[config.mk]
export PLATFORM = sky130hd
export DESIGN_NAME = multi_reaction_timer
export DESIGN_NICKNAME = d
export VERILOG_FILES = /design/src/rtl/multi_reaction_timer.sv
export SDC_FILE = /design/constraint.sdc
export NUM_CORES = 1
export LEC_CHECK = 0
export ABC_AREA = 1
export ABC_CLOCK_PERIOD_IN_PS = 3600
export BUFFER_PORTS_ARGS = -buffer_cell sky130_fd_sc_hd__buf_2
export CORE_AREA = 2 2 140 142
export DETAILED_ROUTE_END_ITERATION = 7
export DIE_AREA = 0 0 142 144
export GPL_TIMING_DRIVEN = 0
export PLACE_DENSITY = 0.51
export SLEW_MARGIN = 20
export SYNTH_ARGS = -nofsm -noshare
export SYNTH_HDL_FRONTEND = slang
export SYNTH_SLANG_ARGS = --single-unit
[constraint.sdc]
create_clock -name clk -period 3.6 [get_ports clk]
set_input_delay 0.36 -clock clk [delete_from_list [all_inputs] [get_ports clk]]
set_output_delay 0.36 -clock clk [all_outputs]
set_load 0.1 [all_outputs]
[src/rtl/multi_reaction_timer.sv]
// Multi-player reaction timer: start-light sequence, random hold, per-player
// reaction capture with false-start detection, winner and best-time tracking.
module multi_reaction_timer #(
    parameter int NUM_LIGHTS   = 10,
    parameter int NUM_PLAYERS  = 2,
    parameter int TIME_W       = 14,
    parameter int STEP_MS      = 500,
    parameter int MIN_DELAY_MS = 200,
    parameter int TIMEOUT_MS   = 9999,
    localparam int WIN_W       = (NUM_PLAYERS > 1) ? $clog2(NUM_PLAYERS) : 1
) (
    input  logic                          clk,
    input  logic                          rst,
    input  logic                          tick_ms,
    input  logic                          start,
    input  logic [NUM_PLAYERS-1:0]        button,
    output logic [NUM_LIGHTS-1:0]         lights,
    output logic                          busy,
    output logic                          done,
    output logic [NUM_PLAYERS*TIME_W-1:0] result,
    output logic [NUM_PLAYERS-1:0]        valid,
    output logic [NUM_PLAYERS-1:0]        false_start,
    output logic [WIN_W-1:0]              winner,
    output logic                          winner_valid,
    output logic [TIME_W-1:0]             best_time
);

    localparam int HOLD_MAX = MIN_DELAY_MS + 2047;
    localparam int PH_MAX   = (STEP_MS > HOLD_MAX) ? STEP_MS : HOLD_MAX;
    localparam int PH_W     = $clog2(PH_MAX + 1);

    typedef enum logic [2:0] {
        S_IDLE,
        S_LIGHTS,
        S_HOLD,
        S_GO,
        S_DONE
    } state_t;

    state_t state, state_next;

    logic                   start_q;
    logic [NUM_PLAYERS-1:0] button_q;
    logic [12:0]            lfsr;
    logic [PH_W-1:0]        phase_cnt;
    logic [PH_W-1:0]        hold_len;
    logic [TIME_W-1:0]      ms_cnt;
    logic                   eval_pending;

    logic                   start_rise;
    logic [NUM_PLAYERS-1:0] press;
    logic [NUM_PLAYERS-1:0] fs_early;
    logic [NUM_PLAYERS-1:0] go_hits;
    logic [NUM_PLAYERS-1:0] valid_go;
    logic [NUM_LIGHTS-1:0]  lights_step;
    logic                   lights_last;
    logic                   step_due;
    logic                   hold_due;
    logic                   timeout;
    logic                   all_fs;
    logic                   all_resolved;

    logic                   win_any;
    logic [WIN_W-1:0]       win_idx;
    logic [TIME_W-1:0]      win_res;

    assign busy = (state != S_IDLE) && (state != S_DONE);
    assign done = (state == S_DONE);

    // Edge detection and phase events shared by the FSM and the datapath.
    always_comb begin
        start_rise   = start & ~start_q;
        press        = button & ~button_q;
        lights_step  = (lights << 1) | NUM_LIGHTS'(1);
        lights_last  = &lights_step;
        step_due     = tick_ms && (phase_cnt == PH_W'(STEP_MS - 1));
        hold_due     = tick_ms && (phase_cnt == hold_len - PH_W'(1));
        fs_early     = false_start | press;
        all_fs       = &fs_early;
        go_hits      = press & ~false_start & ~valid;
        valid_go     = valid | go_hits;
        all_resolved = &(valid_go | false_start);
        timeout      = tick_ms && (ms_cnt == TIME_W'(TIMEOUT_MS - 1));
    end

    // NOTE: every combinational output gets a default before the case so no
    // path leaves it unassigned, which would otherwise infer a latch.
    always_comb begin
        state_next = state;
        case (state)
            S_IDLE, S_DONE: if (start_rise) state_next = S_LIGHTS;
            S_LIGHTS: begin
                if (all_fs)                       state_next = S_DONE;
                else if (step_due && lights_last) state_next = S_HOLD;
            end
            S_HOLD: begin
                if (all_fs)        state_next = S_DONE;
                else if (hold_due) state_next = S_GO;
            end
            S_GO: if (all_resolved || timeout) state_next = S_DONE;
            default: state_next = S_IDLE;
        endcase
    end

    // Lowest valid result; strict less-than keeps ties on the lower index.
    always_comb begin
        win_any = 1'b0;
        win_idx = '0;
        win_res = '1;
        for (int p = 0; p < NUM_PLAYERS; p++) begin
            if (valid[p] && (!win_any || result[p*TIME_W +: TIME_W] < win_res)) begin
                win_any = 1'b1;
                win_idx = WIN_W'(p);
                win_res = result[p*TIME_W +: TIME_W];
            end
        end
    end

    // NOTE: sequential state uses non-blocking assignments so every register
    // samples pre-edge values, regardless of statement order.
    always_ff @(posedge clk or posedge rst) begin
        if (rst) state <= S_IDLE;
        else     state <= state_next;
    end

    always_ff @(posedge clk or posedge rst) begin
        if (rst) begin
            start_q      <= 1'b0;
            button_q     <= '0;
            lfsr         <= 13'h1;
            phase_cnt    <= '0;
            hold_len     <= '0;
            ms_cnt       <= '0;
            eval_pending <= 1'b0;
            lights       <= '0;
            result       <= '0;
            valid        <= '0;
            false_start  <= '0;
            winner       <= '0;
            winner_valid <= 1'b0;
            best_time    <= '1;
        end else begin
            start_q      <= start;
            button_q     <= button;
            lfsr         <= {lfsr[11:0], lfsr[12] ^ lfsr[3] ^ lfsr[2] ^ lfsr[0]};
            eval_pending <= (state != S_DONE) && (state_next == S_DONE);

            // Scoring runs first so a start edge in the same cycle still clears winner_valid.
            if (state == S_DONE && eval_pending) begin
                winner       <= win_idx;
                winner_valid <= win_any;
                if (win_any && win_res < best_time) best_time <= win_res;
            end

            case (state)
                S_IDLE, S_DONE: begin
                    if (start_rise) begin
                        lights       <= '0;
                        phase_cnt    <= '0;
                        result       <= '0;
                        valid        <= '0;
                        false_start  <= '0;
                        winner_valid <= 1'b0;
                    end
                end
                S_LIGHTS: begin
                    false_start <= fs_early;
                    if (step_due) begin
                        phase_cnt <= '0;
                        lights    <= lights_step;
                        if (lights_last) hold_len <= PH_W'(MIN_DELAY_MS) + PH_W'(lfsr[10:0]);
                    end else if (tick_ms) begin
                        phase_cnt <= phase_cnt + PH_W'(1);
                    end
                end
                S_HOLD: begin
                    false_start <= fs_early;
                    if (hold_due) begin
                        phase_cnt <= '0;
                        lights    <= '0;
                        ms_cnt    <= '0;
                    end else if (tick_ms) begin
                        phase_cnt <= phase_cnt + PH_W'(1);
                    end
                end
                S_GO: begin
                    valid <= valid_go;
                    if (tick_ms) ms_cnt <= ms_cnt + TIME_W'(1);
                    for (int p = 0; p < NUM_PLAYERS; p++) begin
                        if (go_hits[p])
                            result[p*TIME_W +: TIME_W] <= ms_cnt;
                        else if (timeout && !valid[p] && !false_start[p])
                            result[p*TIME_W +: TIME_W] <= TIME_W'(TIMEOUT_MS);
                    end
                end
                default: ;
            endcase
        end
    end

endmodule

==> impl_results.md, run 1 <==
* Post-synth cell types at 37
* Least-Margin Pin Slew at roughly 620 ps
* DP HPWL at 13.0 mm
* Wire length per cell at ~15 µm
* Die ar. at 20400 µm²
* N_diodes at 0
* Initial antenna violation count at 0
* Static leakage at a little under 4 nW
* Number of I/O port buffers at 65
* Post-Place Worst Slack at -348 ps
* Vias in the first global route at between 5000 and 6000
* Pwr/cell area at about 640 nW/µm²
* Antenna Nets Post-Route at 0
* Compound-Gate Fraction of Synth Area at 0.101
* Final period utilization at 0.937
* XOR/XNOR Fraction of Synth Area at 0.0634
* Cell-internal power at 0.00280 W
* Sw frac at 0.449
* Worst path required time at approximately 4000 ps
* Yosys reg bits at between 100 and 150
* Gr ovfl total at 0
* Crit. End Element: register
* CTS root buf: clkbuf_16
* GPL Wtd Cong at 0.830
* Clock Skews at about 9.6 ps
* Worst-path clk slew at approximately 60 ps
* Die height at about 140 µm
* Row cnt at 51
* Syn nets at between 800 and 900
* Critical-path maximum fanout at 10
* Initial drt markers at roughly 310
* FMAX at 296 MHz
* Die Width at between 100 and 150 µm
* Commonest non-fill, non-tap cell in the layout: nand2_1
* WS Path Type: register to register
* Clock sinks at 116
* DR DRC count at 0
* Critical Path Start Type: register
* H-tree levels at 4
* Total GRT Usage at 0.182
* Layout cells sized above 1 at 0.191
* Max Root-Sink Buffers at 2
* Largest net degree at the start of global routing at 32
* Max-slew violation count at 0
* Vias at roughly 5600
* Nets at around 940
* Post-synthesis simple-gate area fraction at 0.254
* First-pass GRT wire length at about 29 mm
* Clk pwr share at 0.320
* Post-synthesis sequential area ratio at 0.451
* Mean post-synth cell area at approximately 8 µm²
* Initial core utilization at 0.339
* TritonCTS Buffers at 17
* Crit path DAT at between 3000 and 4000 ps
* Class of the worst hold path: input pin to register
* Area growth syn-to-layout at 22.3%
* P_sw at 0.00228 W
* Final worst setup slack at approximately 230 ps
* Clk_lat worst skew at between 400 and 500 ps
* Final setup vio count at 0
* Core area at between 15000 and 20000 µm²
* Normalized max-slew margin at 0.587
* Mapped Area at between 6000 and 7000 µm²
* TNS Setup at 0 ps
* Synth warn at 0
* Fin crit period at 3370 ps
* I/O Pins at 66
* Worst vdd ir at approximately 0.51 mV
* Post-layout power at just over 0.005 W
* Mux contribution to synthesized area at 0.00155
* Number of iterations in the first detailed-routing pass at 5
* Status: finished, final reports clean
* Most frequent cells in the layout: nand2_1, dfrtp_1, nor2_1, inv_1, buf_2
* Routed wire length at 17.3 mm
* Cells after Synth at 809
* Post-Synth Adder-Cell Area at 0.0599
* # Max-Cap Violations at 0
* Fin. Hold Viols at 0
* Sequential power share at 0.331
* Vias per inst at a little under 5
* Comb pwr share at 0.349
* Largest family of logic cells by synthesized area: simple AND/OR/NAND/NOR gates
* TritonCTS clock tree: done
## synth_stat cells (all sizes together)
| cell | instances | area (µm²) |
|---|---|---|
| dfstp | 15 | 394 |
| a21boi | 1 | 18.8 |
| ha | 31 | 388 |
| o21ai | 64 | 328 |
| nand3b | 1 | 7.51 |
| o211ai | 1 | 7.51 |
| buf | 10 | 62.6 |
| dfrtp | 101 | 2530 |
| mux2i | 1 | 10.0 |
| clkbuf | 10 | 38.8 |
| nand4 | 17 | 113 |
| a21o | 1 | 7.51 |
| nor4 | 8 | 65.1 |
| o22ai | 6 | 37.5 |
| xor2 | 33 | 297 |
| a31o | 1 | 8.76 |
| a211oi | 1 | 7.51 |
| xnor2 | 13 | 114 |
| nor3 | 12 | 60.1 |
| nor2 | 103 | 409 |
| a21oi | 47 | 235 |
| nand3 | 55 | 280 |
| nand2 | 184 | 708 |
| inv | 93 | 349 |
## power groups by stage
| stage | Combinational, W | Clock (W) | Sequential [W] |
|---|---|---|---|
| 2_1_floorplan | 0.000709 | 0 | 0.00238 |
| 3_3_place_gp | 0.00176 | 0 | 0.00169 |
| 3_5_place_dp | 0.00178 | 0 | 0.00169 |
| 4_1_cts | 0.00178 | 0.00166 | 0.00167 |
| 5_1_grt | 0.00192 | 0.00172 | 0.00170 |
| 6_report | 0.00177 | 0.00162 | 0.00168 |
## final cells by class
cell class | count | area [µm²]
fillers | 1975 | 11200
plain buffers | 20 | 133
clock buffers | 18 | 429
multi-input cells | 580 | 3180
clock inverters | 14 | 131
inverters | 93 | 355
flip-flops and latches | 116 | 2930
repair buffers | 76 | 468
well taps | 238 | 298
## flip-flops by register name, summed over array words and instances, names as in the netlist
signal / cells
valid: 2
ms_cnt: 14
lfsr: 13
result: 28
false_start: 2
start_q: 1
eval_pending: 1
winner_valid: 1
best_time: 14
hold_len: 12
winner: 1
state: 3
lights: 10
phase_cnt: 12
button_q: 2
## final timing paths
path / start / to / slack, ps / cells past startpoint
worst max register to register: valid[0] / best_time[4] / 230 / 24
worst min-delay path: start / start_q / 60 / 1
max in group asynchronous: rst / result[5] / 2480 / 5
worst min register to register: lfsr[11] / lfsr[12] / 350 / 0
min in group asynchronous: rst / phase_cnt[5] / 490 / 3
worst max-delay path: valid[0] / best_time[4] / 230 / 24
## what timing repair did
item	CTS	global route
pin swaps	1	1
endpoints found under the setup margin	14	14
gates resized for setup	16	11
setup buffers	2	4
hold buffers	1	0
endpoints found under the hold margin	7	0
## critical path: stages, from the launching register on
cell and delay, ps:
dfrtp_2 400, inv_4 60, buf_8 140, nor2_1 230, ha_1 300, nand2_1 60
nand2_1 40, nand2_1 50, a21oi_1 50, nor2_1 90, nand2_1 70, nand2_1 110
nand2_4 90, clkbuf_8 200, a21oi_2 180, ha_1 280, nand2_1 100, nor2_1 60
a211oi_2 160, nand2_1 90, nand2_2 120, nand2_2 110, buf_4 190, nand2_1 60
nand2_1 50
## kinds of logic (layout without fill, tap and decap cells)
family          Yosys count  count (layout)
flops                   116             116
xor+xnor                 46              46
mux                       1               1
simple gates            380             380
buf+inv                 113             221
compound gates          122             122
fa+ha+maj                31              31
## layer usage
layer,part of all wire,track usage
met1,0.49,0.245
met2,0.46,0.293
met3,0.041,0.0450
met4,0.0077,0.0500
met5,0,0
## through the flow
stage,hold WS (ps),instances,area [µm²],utilization
2_1_floorplan,331,809,6490,-
3_3_place_gp,335,1112,7120,0.373
3_5_place_dp,336,1116,7200,0.378
4_1_cts,47.2,1151,7850,0.411
5_1_grt,51.6,1155,7920,0.415
6_report,62.8,1155,7920,0.415
Power figures use the tool's default switching activity.
==> run 2: changes to the inputs <==
--- a/config.mk
+++ b/config.mk
@@ -6,13 +6,14 @@
 export NUM_CORES = 1
 export LEC_CHECK = 0
 export ABC_AREA = 1
-export ABC_CLOCK_PERIOD_IN_PS = 3600
+export ABC_CLOCK_PERIOD_IN_PS = 3650
 export BUFFER_PORTS_ARGS = -buffer_cell sky130_fd_sc_hd__buf_2
+export CAP_MARGIN = 30
 export CORE_AREA = 2 2 140 142
 export DETAILED_ROUTE_END_ITERATION = 7
 export DIE_AREA = 0 0 142 144
 export GPL_TIMING_DRIVEN = 0
-export PLACE_DENSITY = 0.51
+export PLACE_DENSITY = 0.49
 export SLEW_MARGIN = 20
 export SYNTH_ARGS = -nofsm -noshare
 export SYNTH_HDL_FRONTEND = slang
==> constraint.sdc (replaced) <==
create_clock -name clk -period 3.65 [get_ports clk]
set_input_delay 0.365 -clock clk [delete_from_list [all_inputs] [get_ports clk]]
set_output_delay 0.365 -clock clk [all_outputs]
set_load 0.1 [all_outputs]
==> impl_results.md, run 2 (synthesized netlist as in run 1, its figures left out) <==
* Status: finished, final reports clean
* Fillers at slightly below 2000
* Gr ovfl total at 0
* Hold slack at approximately 27 ps
* Sequential power share at 0.319
* Vias in the first global route at 5345
* FMAX at between 200 and 300 MHz
* TNS Setup at 0 ps
* Crit path DAT at roughly 3700 ps
* Number of I/O port buffers at 65
* Fin crit period at 3350 ps
* Sw frac at 0.426
* CTS root buf: clkbuf_16
* Final period utilization at 0.919
* Critical Path Start Type: register
* Die Width at 142 µm
* Crit path capture: best_time[5]
* Clock sinks at ~120
* GPL Wtd Cong at ~0.84
* Static leakage at 3.93 nW
* Clk_lat worst skew at between 400 and 500 ps
* Post-Layout Inst Area at around 7900 µm²
* Number of flip-flops in the largest register at 28
* Top flop regs: result x28, best_time x14, ms_cnt x14
* Vias at 5500
* Critical-path maximum fanout at 10
* FF-to-FF path depth at 24
* Worst path required time at about 4000 ps
* WS Path Type: register to register
* # Max-Cap Violations at 0
* I/O Pins at 66
* Area growth syn-to-layout at 22.6%
* Crit. End Element: register
* Clock Skews at between 10 and 15 ps
* Cell Area, Placed at 7170 µm²
* Row cnt at 51
* TritonCTS Buffers at 17
* TritonCTS clock tree: done
* Pwr/cell area at roughly 650 nW/µm²
* Max Root-Sink Buffers at 2
* Core area at between 15000 and 20000 µm²
* Post-Place Worst Slack at -248 ps
* Final worst setup slack at a little under 300 ps
* Routed wire length at between 15 and 20 mm
* Max-slew violation count at 0
* N_diodes at 0
* Cell-internal power at 0.00298 W
* Worst vdd ir at around 0.47 mV
* H-tree levels at 4
* Wire length per cell at 14.8 µm
* Comb pwr share at 0.334
* P_sw at ~0.0022 W
* Layout cells sized above 1 at 0.182
* Die ar. at around 20000 µm²
* Worst reg2reg path startpoint: valid[0]
* DP HPWL at around 13 mm
* Die height at between 100 and 150 µm
* Class of the worst hold path: input pin to async pin
* Clk pwr share at 0.347
* Least-Margin Pin Slew at roughly 600 ps
* Largest net degree at the start of global routing at 34
* Commonest non-fill, non-tap cell in the layout: nand2_1
* Reg with most FFs: result
* Crit path launch: valid[0]
* Initial core utilization at 0.339
* Worst r2r dst: best_time[5]
* Total GRT Usage at 0.177
* Nets at 940
* Final setup vio count at 0
* Initial antenna violation count at 0
* Fin. Hold Viols at 0
* Number of iterations in the first detailed-routing pass at 5
* Worst-path clk slew at around 60 ps
* DR DRC count at 0
* R2r setup slk at 300 ps
* Vias per inst at roughly 4.8
* Normalized max-slew margin at 0.598
* Finished Core Util at 0.416
* Initial drt markers at 200
* First-pass GRT wire length at 28.1 mm
* Most frequent cells in the layout: nand2_1, dfrtp_1, nor2_1, inv_1, buf_2
* Antenna Nets Post-Route at 0
-- run 2: cell count changes in the layout (fill, tap and decap cells not counted), moves of 2 or more --
cell,before,now
nor2_1,91,95
dfrtp_1,96,100
bufinv_16,1,4
clkinvlp_4,5,3
dfrtp_2,5,1
buf_6,3,5
nor2_2,10,6
-- run 2: worst max-delay path, stage by stage (launching register included) --
cell	delay [ps]
dfrtp_2	400
inv_4	60
buf_6	140
nor2_1	180
ha_1	280
a21o_1	190
nor2_1	100
nand2_1	60
nand2_1	50
nand2_1	40
nand2_1	110
nand2_4	100
buf_6	170
nor2_1	130
a21oi_2	60
ha_1	300
nand2_1	90
nor2_1	60
a211oi_2	150
nand2_1	100
nand2_2	120
nand2_2	100
buf_4	190
nand2_1	60
nand2_1	40
-- run 2: area by class of cell --
type / instances / area [µm²] / area share
Timing Repair Buffer: 75 / 438 / 0.0552
Inverter: 93 / 355 / 0.0448
Sequential cell: 116 / 2920 / 0.368
Multi-Input combinational cell: 580 / 3160 / 0.398
Tap cell: 238 / 298 / 0.0375
Buffer: 20 / 126 / 0.0159
Clock buffer: 18 / 439 / 0.0553
Clock inverter: 14 / 201 / 0.0254
-- run 2: per-stage QoR --
stage | total power [W] | std cells
finish | 0.00519 | 1154
global route | 0.00546 | 1154
CTS | 0.00525 | 1149
detailed placement | 0.00342 | 1115
global placement | 0.00341 | 1112
floorplan | 0.00304 | 809
-- run 2: worst min-delay path by stage --
stage	from	end	slack [ps]	cells past startpoint
finish	rst	result[15]	30	2
global route	start	start_q	50	1
CTS	rst	result[15]	30	2
detailed placement	lfsr[11]	lfsr[12]	340	0
global placement	lfsr[11]	lfsr[12]	330	0
floorplan	lfsr[11]	lfsr[12]	330	0
-- run 2: power groups by stage --
stage,registers [W],clock network [W],logic (W)
after global routing,0.00168,0.00190,0.00188
after global placement,0.00168,0,0.00173
after floorplan,0.00234,0,0.000696
after detailed placement,0.00167,0,0.00174
after CTS,0.00165,0.00185,0.00175
final,0.00166,0.00180,0.00173
-- run 2: what timing repair did --
action                                  in CTS  in global routing
resized for setup                            8                 14
endpoints found under the setup margin      14                 14
cloned                                       0                  0
hold buffers                                 0                  0
buffers inserted                             2                  5
pin swaps                                    1                  1
-- run 2: layer usage --
| metal | GRT usage | part of all wire |
|---|---|---|
| met1 | 0.236 | 0.48 |
| met2 | 0.291 | 0.47 |
| met3 | 0.0391 | 0.037 |
| met4 | 0.0526 | 0.017 |
| met5 | 0 | 0 |
